--- src/rtl/gray_ptr_receiver.sv ---
// Receive end of the async FIFO pointer crossing: synchronizes a remote Gray
// pointer, decodes it to binary and derives fill level, empty and debug flags.
module gray_ptr_receiver #(
  parameter int n           = 4,
  parameter int sync_stages = 2
) (
  input  logic       clk,
  input  logic       rst,
  input  logic [n:0] gray_in,
  input  logic [n:0] local_ptr,
  output logic [n:0] gray_sync,
  output logic [n:0] bin_ptr,
  output logic [n:0] level,
  output logic       empty,
  output logic       out_valid,
  output logic       step_err,
  output logic       level_err
);

  localparam logic [2:0] warm_max  = 3'(sync_stages + 1);
  localparam logic [2:0] warm_load = 3'(sync_stages);
  localparam logic [n:0] level_max = {1'b1, {n{1'b0}}};

  logic [n:0] s [sync_stages];
  logic [n:0] prev_gray;
  logic [2:0] warm_cnt;
  logic [n:0] bin_next;
  logic [n:0] diff;
  logic [n:0] gray_delta;
  logic       load;
  logic       multi_bit;

  always_comb begin
    bin_next    = '0;
    bin_next[n] = gray_sync[n];
    for (int i = n - 1; i >= 0; i--) begin
      bin_next[i] = bin_next[i+1] ^ gray_sync[i];
    end
  end

  assign gray_sync  = s[sync_stages-1];
  assign diff       = bin_next - local_ptr;
  assign gray_delta = gray_sync ^ prev_gray;
  // x & (x-1) clears the lowest set bit; anything left means two or more bits flipped.
  assign multi_bit  = |(gray_delta & (gray_delta - 1'b1));
  // gray_sync first carries post-reset data on the edge the counter reaches
  // sync_stages, so the decode stage loads then and out_valid rises with it.
  assign load       = (warm_cnt >= warm_load);
  assign out_valid  = (warm_cnt == warm_max);

  always_ff @(posedge clk) begin
    if (rst) begin
      for (int i = 0; i < sync_stages; i++) s[i] <= '0;
      prev_gray <= '0;
      warm_cnt  <= '0;
      bin_ptr   <= '0;
      level     <= '0;
      empty     <= 1'b1;
      step_err  <= 1'b0;
      level_err <= 1'b0;
    end else begin
      s[0] <= gray_in;
      for (int i = 1; i < sync_stages; i++) s[i] <= s[i-1];
      prev_gray <= gray_sync;
      if (warm_cnt != warm_max) warm_cnt <= warm_cnt + 3'd1;
      bin_ptr <= bin_next;
      if (load) begin
        level <= diff;
        empty <= (diff == '0);
        if (diff > level_max) level_err <= 1'b1;
      end else begin
        level <= '0;
        empty <= 1'b1;
      end
      if (out_valid && multi_bit) step_err <= 1'b1;
    end
  end

endmodule

--- config.mk ---
export PLATFORM = sky130hd
export DESIGN_NAME = gray_ptr_receiver
export DESIGN_NICKNAME = d
export VERILOG_FILES = /design/src/rtl/gray_ptr_receiver.sv
export SDC_FILE = /design/constraint.sdc
export NUM_CORES = 1
export LEC_CHECK = 0
export ABC_AREA = 0
export ABC_CLOCK_PERIOD_IN_PS = 2500
export CAP_MARGIN = 20
export CORE_UTILIZATION = 42
export DETAILED_ROUTE_END_ITERATION = 7
export PLACE_DENSITY = 0.71
export SLEW_MARGIN = 25
export SYNTH_ARGS = -nofsm -noshare
export SYNTH_HDL_FRONTEND = slang
export SYNTH_SLANG_ARGS = --single-unit
--- constraint.sdc ---
create_clock -name clk -period 2.5 [get_ports clk]
set_input_delay 0.625 -clock clk [delete_from_list [all_inputs] [get_ports clk]]
set_output_delay 0.625 -clock clk [all_outputs]
set_load 0.01 [all_outputs]
# Word level (Yosys, flattened, before mapping)
# Memory sizes are Yosys's and may differ from the RTL's.
# Cells that the tools add are included.
# Widths: inputs -> output; s select.
[word_totals] regBits=21 latchBits=0 mem_bits_rw=10 rom_bits=0 in_bits=12 output_inout_bits=19 elab_cells=34 memories=1
[memory_table] name="s" words=2 word_bits=5 read_ports=2 rd_clocked_by_memory_dff=0 wr=2 line_no="24" source="logic [n:0] s [sync_stages];"
[op_classes] addsub=3 mul=0 div=0 n_lt_le_gt_ge=2 n_eq_ne=2 n_shift=0 mux=5 n_bitwise=9 n_reduce_logical=5
[ops] cell="$mux 5" count=2
[ops] cell="$and 5x5->5" count=1
[ops] cell="$gt 5x5->1 const B" count=1
[ops] cell="$logic_not 5->1" count=1
[ops] cell="$reduce_or 5->1" count=1
[ops] cell="$sub 5x1->5 const B" count=1
[ops] cell="$sub 5x5->5" count=1
[ops] cell="$xor 5x5->5" count=1
[ops] cell="$xor 1x1->1" count=4
[ops] cell="$add 3x1->3 const B" count=1
[ops] cell="$eq 3x2->1 const B" count=1
[ops] cell="$ge 3x2->1 const B" count=1
[ops] cell="$mux 1" count=3
[ops] cell="$ne 3x2->1 const B" count=1
[ops] cell="$or 1x1->1" count=2
[ops] cell="$reduce_and 2->1" count=1
[ops] cell="$reduce_or 2->1" count=1
[ops] cell="$logic_and 1x1->1" count=1
[ops] cell="$not 1->1" count=1

# Logic depth before layout (Yosys ltp)
# Gate-level depths: netlist of run 1.
[depth] depth_word=7 depth_mapped=11 mapped_depth_nobuf=11

# Least setup slack after synthesis of run 1
# Ideal clock, no wire load.
[synth_path] kind="reg2reg" startpoint="memory s[0][9] in the netlist's numbering" endpoint="register level_err" setup_ns=0.139 arrival_ns=2.368 required_time_ns=2.361 setup_slack_ns=-0.007 path_stages_with_launch=11 n_path_buf=0 period_less_slack_ns=2.507 path_cell_list="dfxtp_1 xor2_2 xnor2_2 xor2_2 xor2_2 ha_1 fa_1 xor2_1 nand4_1 mux2i_1 o32ai_1"
[synth_lines] element="from (decl)" line_no="24"
[synth_lines] element="to (signal assigned)" line_no="60" source="level_err <= 1'b0;"
[synth_lines] element="to (signal assigned)" line_no="70" source="if (diff > level_max) level_err <= 1'b1;"
[synth_lines] element="to (decl)" line_no="17" source="output logic level_err"

==> results summary, run 1 <==
The detailed-route DRC error count came out at 0. The worst register-to-register path has a depth of 11. The required time at the endpoint of the critical path came out at 2750 ps. The clock share of power is 0.247. In the final layout, the share of cells above drive strength 1 is 0.205. The sequential element share of the synthesized area is 0.498. Across the run, the number of max-cap violations was 0. The placeable core area is 0.00273 mm².

The cell sitting at the root of the clock tree is a sky130_fd_sc_hd__clkbuf_4. The critical register-to-register path startpoint is s[0][8]$_SDFF_PP0_. The top layer reached by signal wires is met4. The clock network latency to the later pin of the worst-skew pair is roughly 330 ps. The net total in the final layout came out at about 170. In this run the power density over the cells is between 600 and 700 mW/mm².

The final number of max-transition violations is 0. The critical path's largest stage delay came out at roughly 370 ps. The initial antenna violation count is 0. For this block, wires on met1 add up to roughly 900 µm. The pre-CTS setup slack came out at -85.8 ps. Summed over all failing endpoints, the final setup total negative slack is 0 ps. The final standard cell utilization of the core is 0.611. The post-synthesis net count is 132.

The number of top-level design ports came out at 31. The flow ran to the end, and the final reports show no timing, DRC or antenna violations. The final non-filler cell area is around 0.0017 mm².

The clock period minus final worst setup slack is between 2000 and 2500 ps. The highest fanout seen on the critical path is 3. The number of diodes came out at 0.

The total track usage came out at 0.155. The first-pass GRT wire length came out at between 3 and 4 mm. Using the TritonRoute via totals, the vias-per-cell ratio works out to ~4.7. The total number of vias is between 800 and 900. The number of DRC violations after detailed-routing iteration 0 is 4.

The highest ir drop seen on vdd came out at approximately 0.46 mV. The signal on the critical path passes through xor2_4 > xnor2_2 > xor2_2 > xor2_2 > ha_2 > fa_2 > inv_2 > a21o_1 > a21oi_2 > xnor2_2 > o32ai_2. The area of the die is 0.00309 mm².

The worst slew margin relative to its limit is 0.615. The layout overhead on the synthesized area came out at 38.5%. The deepest clock path buffer count came out at 2. The instance count of the mapped netlist is 113. Among all stages on the critical path, the largest delay is contributed by sky130_fd_sc_hd__dfxtp_4. The switching power as a share of total power came out at 0.275. The detailed route wirelength on metal2 is ~1.1 mm. In the detailed route, the total length drawn on met3 is ~150 µm.

The post-synthesis register bit count is 30. Summed over all layers, the global routing overflow is 0. STA classifies the critical path startpoint as a flip-flop. The number of placed instances with taps included is between 150 and 200. By startpoint and endpoint, the worst setup path is classified as flip-flop to flip-flop. The average size of a mapped cell is approximately 11 µm². The initial cell density of the core is 0.441.

The net switching power of the design is just over 0.3 mW. The instance area at placement is 0.00152 mm². The sequential share of power came out at 0.481. The worst-case clock skew came out at between 8 and 9 ps. The portion of the clock cycle consumed by the worst path in the final layout came out at 0.981. For the pin with the worst max-slew slack, the measured transition is 576 ps.

The final wirelength came out at roughly 2.2 mm. The number of hold violations in the final report is 0. CTS built an H-tree with a depth of 2.

For this run, the number of standard cells in the final layout without fillers is ~180. TritonCTS built the clock tree. Following the worst setup path forward leads to its endpoint at level_err$_SDFFE_PP0P_.

The count of input and output buffers is 30. The critical path arrival came out at around 2700 ps. The most critical setup path has its startpoint at s[0][8]$_SDFF_PP0_. Hold is met by around 440 ps. The number of distinct standard cells referenced by the synthesized netlist came out at 26.

The congestion estimate from routability-driven global placement came to between 0.7 and 0.8. The floorplan step set the die width to between 50 and 60 µm. The length of the first detailed-routing pass in iterations came out at 4. The clock sink count came out at 30. The HPWL after detailed placement is approximately 1.5 mm. In this run the static leakage power is a little under 0.7 nW. Timing would allow up to approximately 400 MHz. For this run, the number of Yosys warnings is 0. The sort of element at the end of the critical path is a flip-flop. The part of the power in combinational logic came out at 0.272. The remaining antenna violation count after routing came out at 0.

The number of buffers created by CTS is 5. Entering global routing, the biggest net connects 25 pins. The combined area of all synthesized cells came out at ~0.0012 mm². The reg2reg setup slack is ~47 ps.

The worst flop-to-flop path endpoint is level_err$_SDFFE_PP0P_. The via count of the first global-routing pass came out at ~890. The detail-routed net length per standard cell came out at roughly 12 µm. The clock-pin slew on the worst setup and hold paths came out at 90 ps. In this run the worst hold path is classified as flip-flop to flip-flop. The row count came out at 19. Setup repair after global routing could not meet its margin everywhere. The internal portion of the total power is slightly above 0.8 mW. The total power consumption of the routed design is 1.13 mW. Setup violations remaining at the end of the flow were counted as 0.

Across all setup checks in the final design, the least slack found is 47.3 ps. The floorplan step set the die height to ~56 µm.
power groups by stage:
stage | clock [mW] | combinational, mW | sequential (mW)
2_1_floorplan | 0 | 0.147 | 0.564
3_3_place_gp | 0 | 0.257 | 0.553
3_5_place_dp | 0 | 0.266 | 0.555
4_1_cts | 0.289 | 0.280 | 0.543
5_1_grt | 0.313 | 0.334 | 0.549
6_report | 0.279 | 0.307 | 0.543
cell usage after synthesis, drive strengths merged:
master	number	share of area
xnor2	8	0.064
nor2	13	0.043
buf	6	0.037
nand2b	1	0.0052
o2111ai	1	0.0073
o32ai	1	0.0073
ha	6	0.062
xor2	6	0.062
a21oi	2	0.0083
a31oi	1	0.0052
nand4	1	0.0052
o21ai	1	0.0041
inv	8	0.025
maj3	1	0.0083
a21o	2	0.012
mux2i	2	0.017
fa	1	0.017
clkbuf	2	0.0062
nand3	1	0.0041
o21bai	1	0.0062
nand4b	1	0.0073
nor2b	17	0.088
dfxtp	30	0.50
worst max-delay path: cells and delay by family, from the launching register on:
family | cells | cell delay, ps
compound gates | 3 | 600
xor+xnor | 5 | 900
fa+ha+maj | 2 | 450
buf+inv | 1 | 40
flops | 1 | 370
worst min path at each step:
stage               cells past startpoint                  to  slack [ps]               start
floorplan                               1  s[0][9]$_SDFF_PP0_         410  s[0][4]$_SDFF_PP0_
global placement                        1  s[0][6]$_SDFF_PP0_         420  s[0][1]$_SDFF_PP0_
detailed placement                      1  s[0][5]$_SDFF_PP0_         420  s[0][0]$_SDFF_PP0_
CTS                                     1  s[0][5]$_SDFF_PP0_         440  s[0][0]$_SDFF_PP0_
global route                            1  s[0][9]$_SDFF_PP0_         450  s[0][4]$_SDFF_PP0_
finish                                  1  s[0][6]$_SDFF_PP0_         440  s[0][1]$_SDFF_PP0_
registers in the layout, summed over array words and instances (netlist names):
register,count
step_err,1
s,10
bin_ptr,5
level_err,1
empty,1
warm_cnt,3
prev_gray,4
level,5
repair_timing:
action                     in CTS  in global routing
setup buffers                   3                  3
setup endpoints to repair       3                  3
pin swaps                       7                  7
hold buffers                    0                  0
gates resized for setup         3                  8
cells by family (layout without fill, tap and decap cells):
logic type,count (synthesis),in the layout,synth area share
flops,30,30,0.498
xor+xnor,14,14,0.127
buf+inv,16,54,0.0685
mux,2,2,0.0166
compound gates,9,9,0.0508
fa+ha+maj,8,8,0.0871
simple gates,34,34,0.152
layer usage:
metal,track usage,up-vias
li1,-,427
met1,0.152,397
met2,0.269,33
met3,0.0698,7
met4,0.0857,0
met5,0,-
area by class of cell:
class                           count  area (µm²)
Fill cell                         233        1060
Timing Repair Buffer               40         375
Inverter                            8        30.0
Clock buffer                        6        51.3
Tap cell                           31        38.8
Sequential cell                    30         606
Multi-Input combinational cell     67         569
layout by cell type (no fill, tap or decap), types with 2 or more instances in the layout:
cell type,instances
sky130_fd_sc_hd__clkdlybuf4s50_1,30
sky130_fd_sc_hd__dfxtp_1,28
sky130_fd_sc_hd__nor2b_1,17
sky130_fd_sc_hd__nor2_1,12
sky130_fd_sc_hd__buf_4,10
sky130_fd_sc_hd__inv_1,7
sky130_fd_sc_hd__xnor2_1,6
sky130_fd_sc_hd__ha_1,5
sky130_fd_sc_hd__clkbuf_4,5
sky130_fd_sc_hd__xor2_2,3
sky130_fd_sc_hd__xnor2_2,2
sky130_fd_sc_hd__a21o_1,2
sky130_fd_sc_hd__xor2_1,2
Note: power is estimated with default switching activity, not from simulation.
==> run 2: changes to the inputs <==
- ABC_AREA: 0 -> unset
- GPL_TIMING_DRIVEN: unset -> 0
==> results summary, run 2 (synthesized netlist as in run 1, its figures left out) <==
The net total in the final layout is 180 (was 171). Setup repair after global routing missed its margin: yes (unchanged). The layout overhead on the synthesized area came out at 43.4% (was 38.5%). The pin slew with the least headroom to its limit came out at 512 ps (was 576 ps). The length of the first detailed-routing pass in iterations came out at 4 (unchanged). The post-route worst setup slack came out at -21.4 ps (was 47.3 ps). The hold buffer count at CTS came out at 0 (unchanged). The portion of the clock cycle consumed by the worst path in the final layout is 1.01 (was 0.981).

The final number of max-transition violations is 0 (unchanged). The worst slew margin relative to its limit came out at 0.658 (was 0.615). The clock period minus final worst setup slack came to 2520 ps (was 2450 ps).

The residual overflow from global routing is 0 (unchanged). The final wirelength was 2.25 mm (was 2.20 mm). The checks that failed: negative setup slack. The largest net degree at the start of global routing is 11 (was 25). The hold slack came out at 440 ps (was 437 ps). The global routing usage on met1 came to 0.160 (was 0.152). The H-tree depth came out at 2 (unchanged). The global routing met3 resource utilization is 0.0814 (was 0.0698). The peak clock frequency supported by timing is 397 MHz (was 408 MHz).

The register with the most flip-flops is s (unchanged). The fraction of final layout cells with drive strength greater than 1 is 0.228 (was 0.205). The clock network latency to the later pin of the worst-skew pair came out at 340 ps (was 330 ps). The kind of start point of the critical path is a flip-flop (unchanged).

The type of the tightest min-delay check is flip-flop to flip-flop (unchanged). The chip width came out at 55.6 µm (unchanged). The number of top-level design ports is 31 (unchanged). The sort of element at the end of the critical path is a flip-flop (unchanged).

The critical path class is flip-flop to flip-flop (unchanged). The critical path arrival came out at 2720 ps (was 2700 ps). The initial cell density of the core is 0.441 (unchanged). The total track usage came out at 0.167 (was 0.155). The final non-filler cell area is 0.00173 mm² (was 0.00167 mm²). The instance area at placement was 0.00155 mm² (was 0.00152 mm²). The total number of vias came to 889 (was 864). The clock sink count came out at 30 (unchanged). The total power consumption of the routed design is 1.17 mW (was 1.13 mW). The required time at the endpoint of the critical path came out at 2700 ps (was 2750 ps).

The highest fanout seen on the critical path was 3 (unchanged). The met2 capacity usage during global routing is 0.287 (was 0.269). The row count is 19 (unchanged). The power density over the cells is 676 mW/mm² (about the same). The buffer type at the clock tree root is sky130_fd_sc_hd__clkbuf_4 (unchanged). The detail-routed net length per standard cell is 11.6 µm (was 12.1 µm). The number of setup violations in the final report came to 1 (was 0). The flip-flop count of the largest register after layout is 10 (unchanged). The global routing's busiest layer is met2 (unchanged). The clock-pin slew on the worst setup and hold paths came out at 90 ps (about the same). The placeable core area came out at 0.00273 mm² (unchanged).

The most common cell after layout, fill and taps aside is sky130_fd_sc_hd__clkdlybuf4s50_1 (unchanged). The number of hold violations in the final report is 0 (unchanged). The via density per instance came out at 4.61 (was 4.75). The static leakage is 0.728 nW (was 0.695 nW). The final RePlAce weighted congestion is 0.719 (was 0.762).

The deepest clock path buffer count is 2 (unchanged). The highest ir drop seen on vdd came out at 0.475 mV (was 0.456 mV). The number of max-cap violations is 0 (unchanged). The count of input and output buffers was 30 (unchanged). The detailed-route DRC error count came to 0 (unchanged).

The sum of net half-perimeters after detailed placement came out at 1.44 mm (was 1.52 mm). The count of filler cells inserted in the layout is 230 (was 233). The number of buffers created by CTS came to 5 (unchanged). The remaining antenna violation count after routing is 0 (unchanged).

The first-pass GRT wire length came to 3.84 mm (was 3.61 mm). The worst-case clock skew came out at 13.5 ps (was 8.64 ps). The number of diodes came out at 0 (unchanged). The CTS tree is done (unchanged). The number of DRC violations after detailed-routing iteration 0 was 7 (was 4). The area of the die is 0.00309 mm² (unchanged). The total negative setup slack is -21.4 ps (was 0 ps). Largest registers: s x10, bin_ptr x5, level x5 (unchanged). Most frequent cells in the layout: 30 x sky130_fd_sc_hd__clkdlybuf4s50_1, 28 x sky130_fd_sc_hd__dfxtp_1, 17 x sky130_fd_sc_hd__nor2b_1, 17 x sky130_fd_sc_hd__buf_4, 12 x sky130_fd_sc_hd__nor2_1 (was 30 x sky130_fd_sc_hd__clkdlybuf4s50_1, 28 x sky130_fd_sc_hd__dfxtp_1, 17 x sky130_fd_sc_hd__nor2b_1, 12 x sky130_fd_sc_hd__nor2_1, 10 x sky130_fd_sc_hd__buf_4). The die span in y came out at 55.6 µm (unchanged). The via count of the first global-routing pass came out at 916 (was 885).

The initial antenna violation count was 0 (unchanged). Outcome: complete, but fails checks (was finished clean).
-- run 2: changes by cell type in the layout (fill, tap and decap cells not counted), sizes merged --
cell	previous run	this run
buf	10	17
clkbuf	6	8
clkinv	0	1
clkinvlp	0	1
-- run 2: power by group --
part / switching [mW] / total, mW / internal, mW
combinational: 0.139 / 0.319 / 0.180
clock: 0.173 / 0.307 / 0.135
sequential: 0.0223 / 0.543 / 0.521
total: 0.334 / 1.17 / 0.836
-- run 2: critical path, cell delays in order, from the launching register on --
cell and delay, ps:
sky130_fd_sc_hd__dfxtp_4 370, sky130_fd_sc_hd__xor2_4 190, sky130_fd_sc_hd__xnor2_2 200, sky130_fd_sc_hd__xor2_2 220, sky130_fd_sc_hd__xor2_2 100, sky130_fd_sc_hd__ha_2 190, sky130_fd_sc_hd__fa_2 360, sky130_fd_sc_hd__xor2_2 210
sky130_fd_sc_hd__nand4_1 190, sky130_fd_sc_hd__mux2i_2 240, sky130_fd_sc_hd__o32ai_1 100
-- run 2: metal layers --
layer  vias to the layer above  part of all wire
met4                         0             0.031
li1                        446                 -
met1                       402              0.39
met5                         -                 0
met3                        10             0.065
met2                        31              0.51
-- run 2: layout make-up --
type | instances | area [µm²] | share of cell area
Inverter | 8 | 30.0 | 0.0174
Tap cell | 31 | 38.8 | 0.0224
Timing Repair Buffer | 41 | 383 | 0.221
Sequential cell | 30 | 608 | 0.352
Buffer | 8 | 52.6 | 0.0304
Clock buffer | 6 | 51.3 | 0.0297
Multi-Input combinational cell | 67 | 553 | 0.320
Clock inverter | 2 | 12.5 | 0.00724
-- run 2: worst paths after layout --
kind,startpoint,end,slack [ps],cells after the start
max reg2reg,s[0][9]$_SDFF_PP0_,level_err$_SDFFE_PP0P_,-20,10
min reg2reg,s[0][4]$_SDFF_PP0_,s[0][9]$_SDFF_PP0_,440,1
min,s[0][4]$_SDFF_PP0_,s[0][9]$_SDFF_PP0_,440,1
max,s[0][9]$_SDFF_PP0_,level_err$_SDFFE_PP0P_,-20,10
-- run 2: timing repair --
item	CTS	global route
resized for setup	8	1
setup buffers	9	2
pin swaps	9	8
endpoints found under the setup margin	3	4
-- run 2: stage by stage --
stage          worst slack (ps)  std cells   util
6_report                  -21.4        193  0.632
5_1_grt                    -135        193  0.632
4_1_cts                   -76.2        191  0.626
3_5_place_dp               -309        174  0.566
3_3_place_gp               -254        174  0.566
2_1_floorplan              25.7        113      -
==> run 3: changes to the inputs <==
- GPL_ROUTABILITY_DRIVEN: unset -> 0
==> results of run 3 <==
No change in the layout: final DEF, timing and power equal those of run 2.
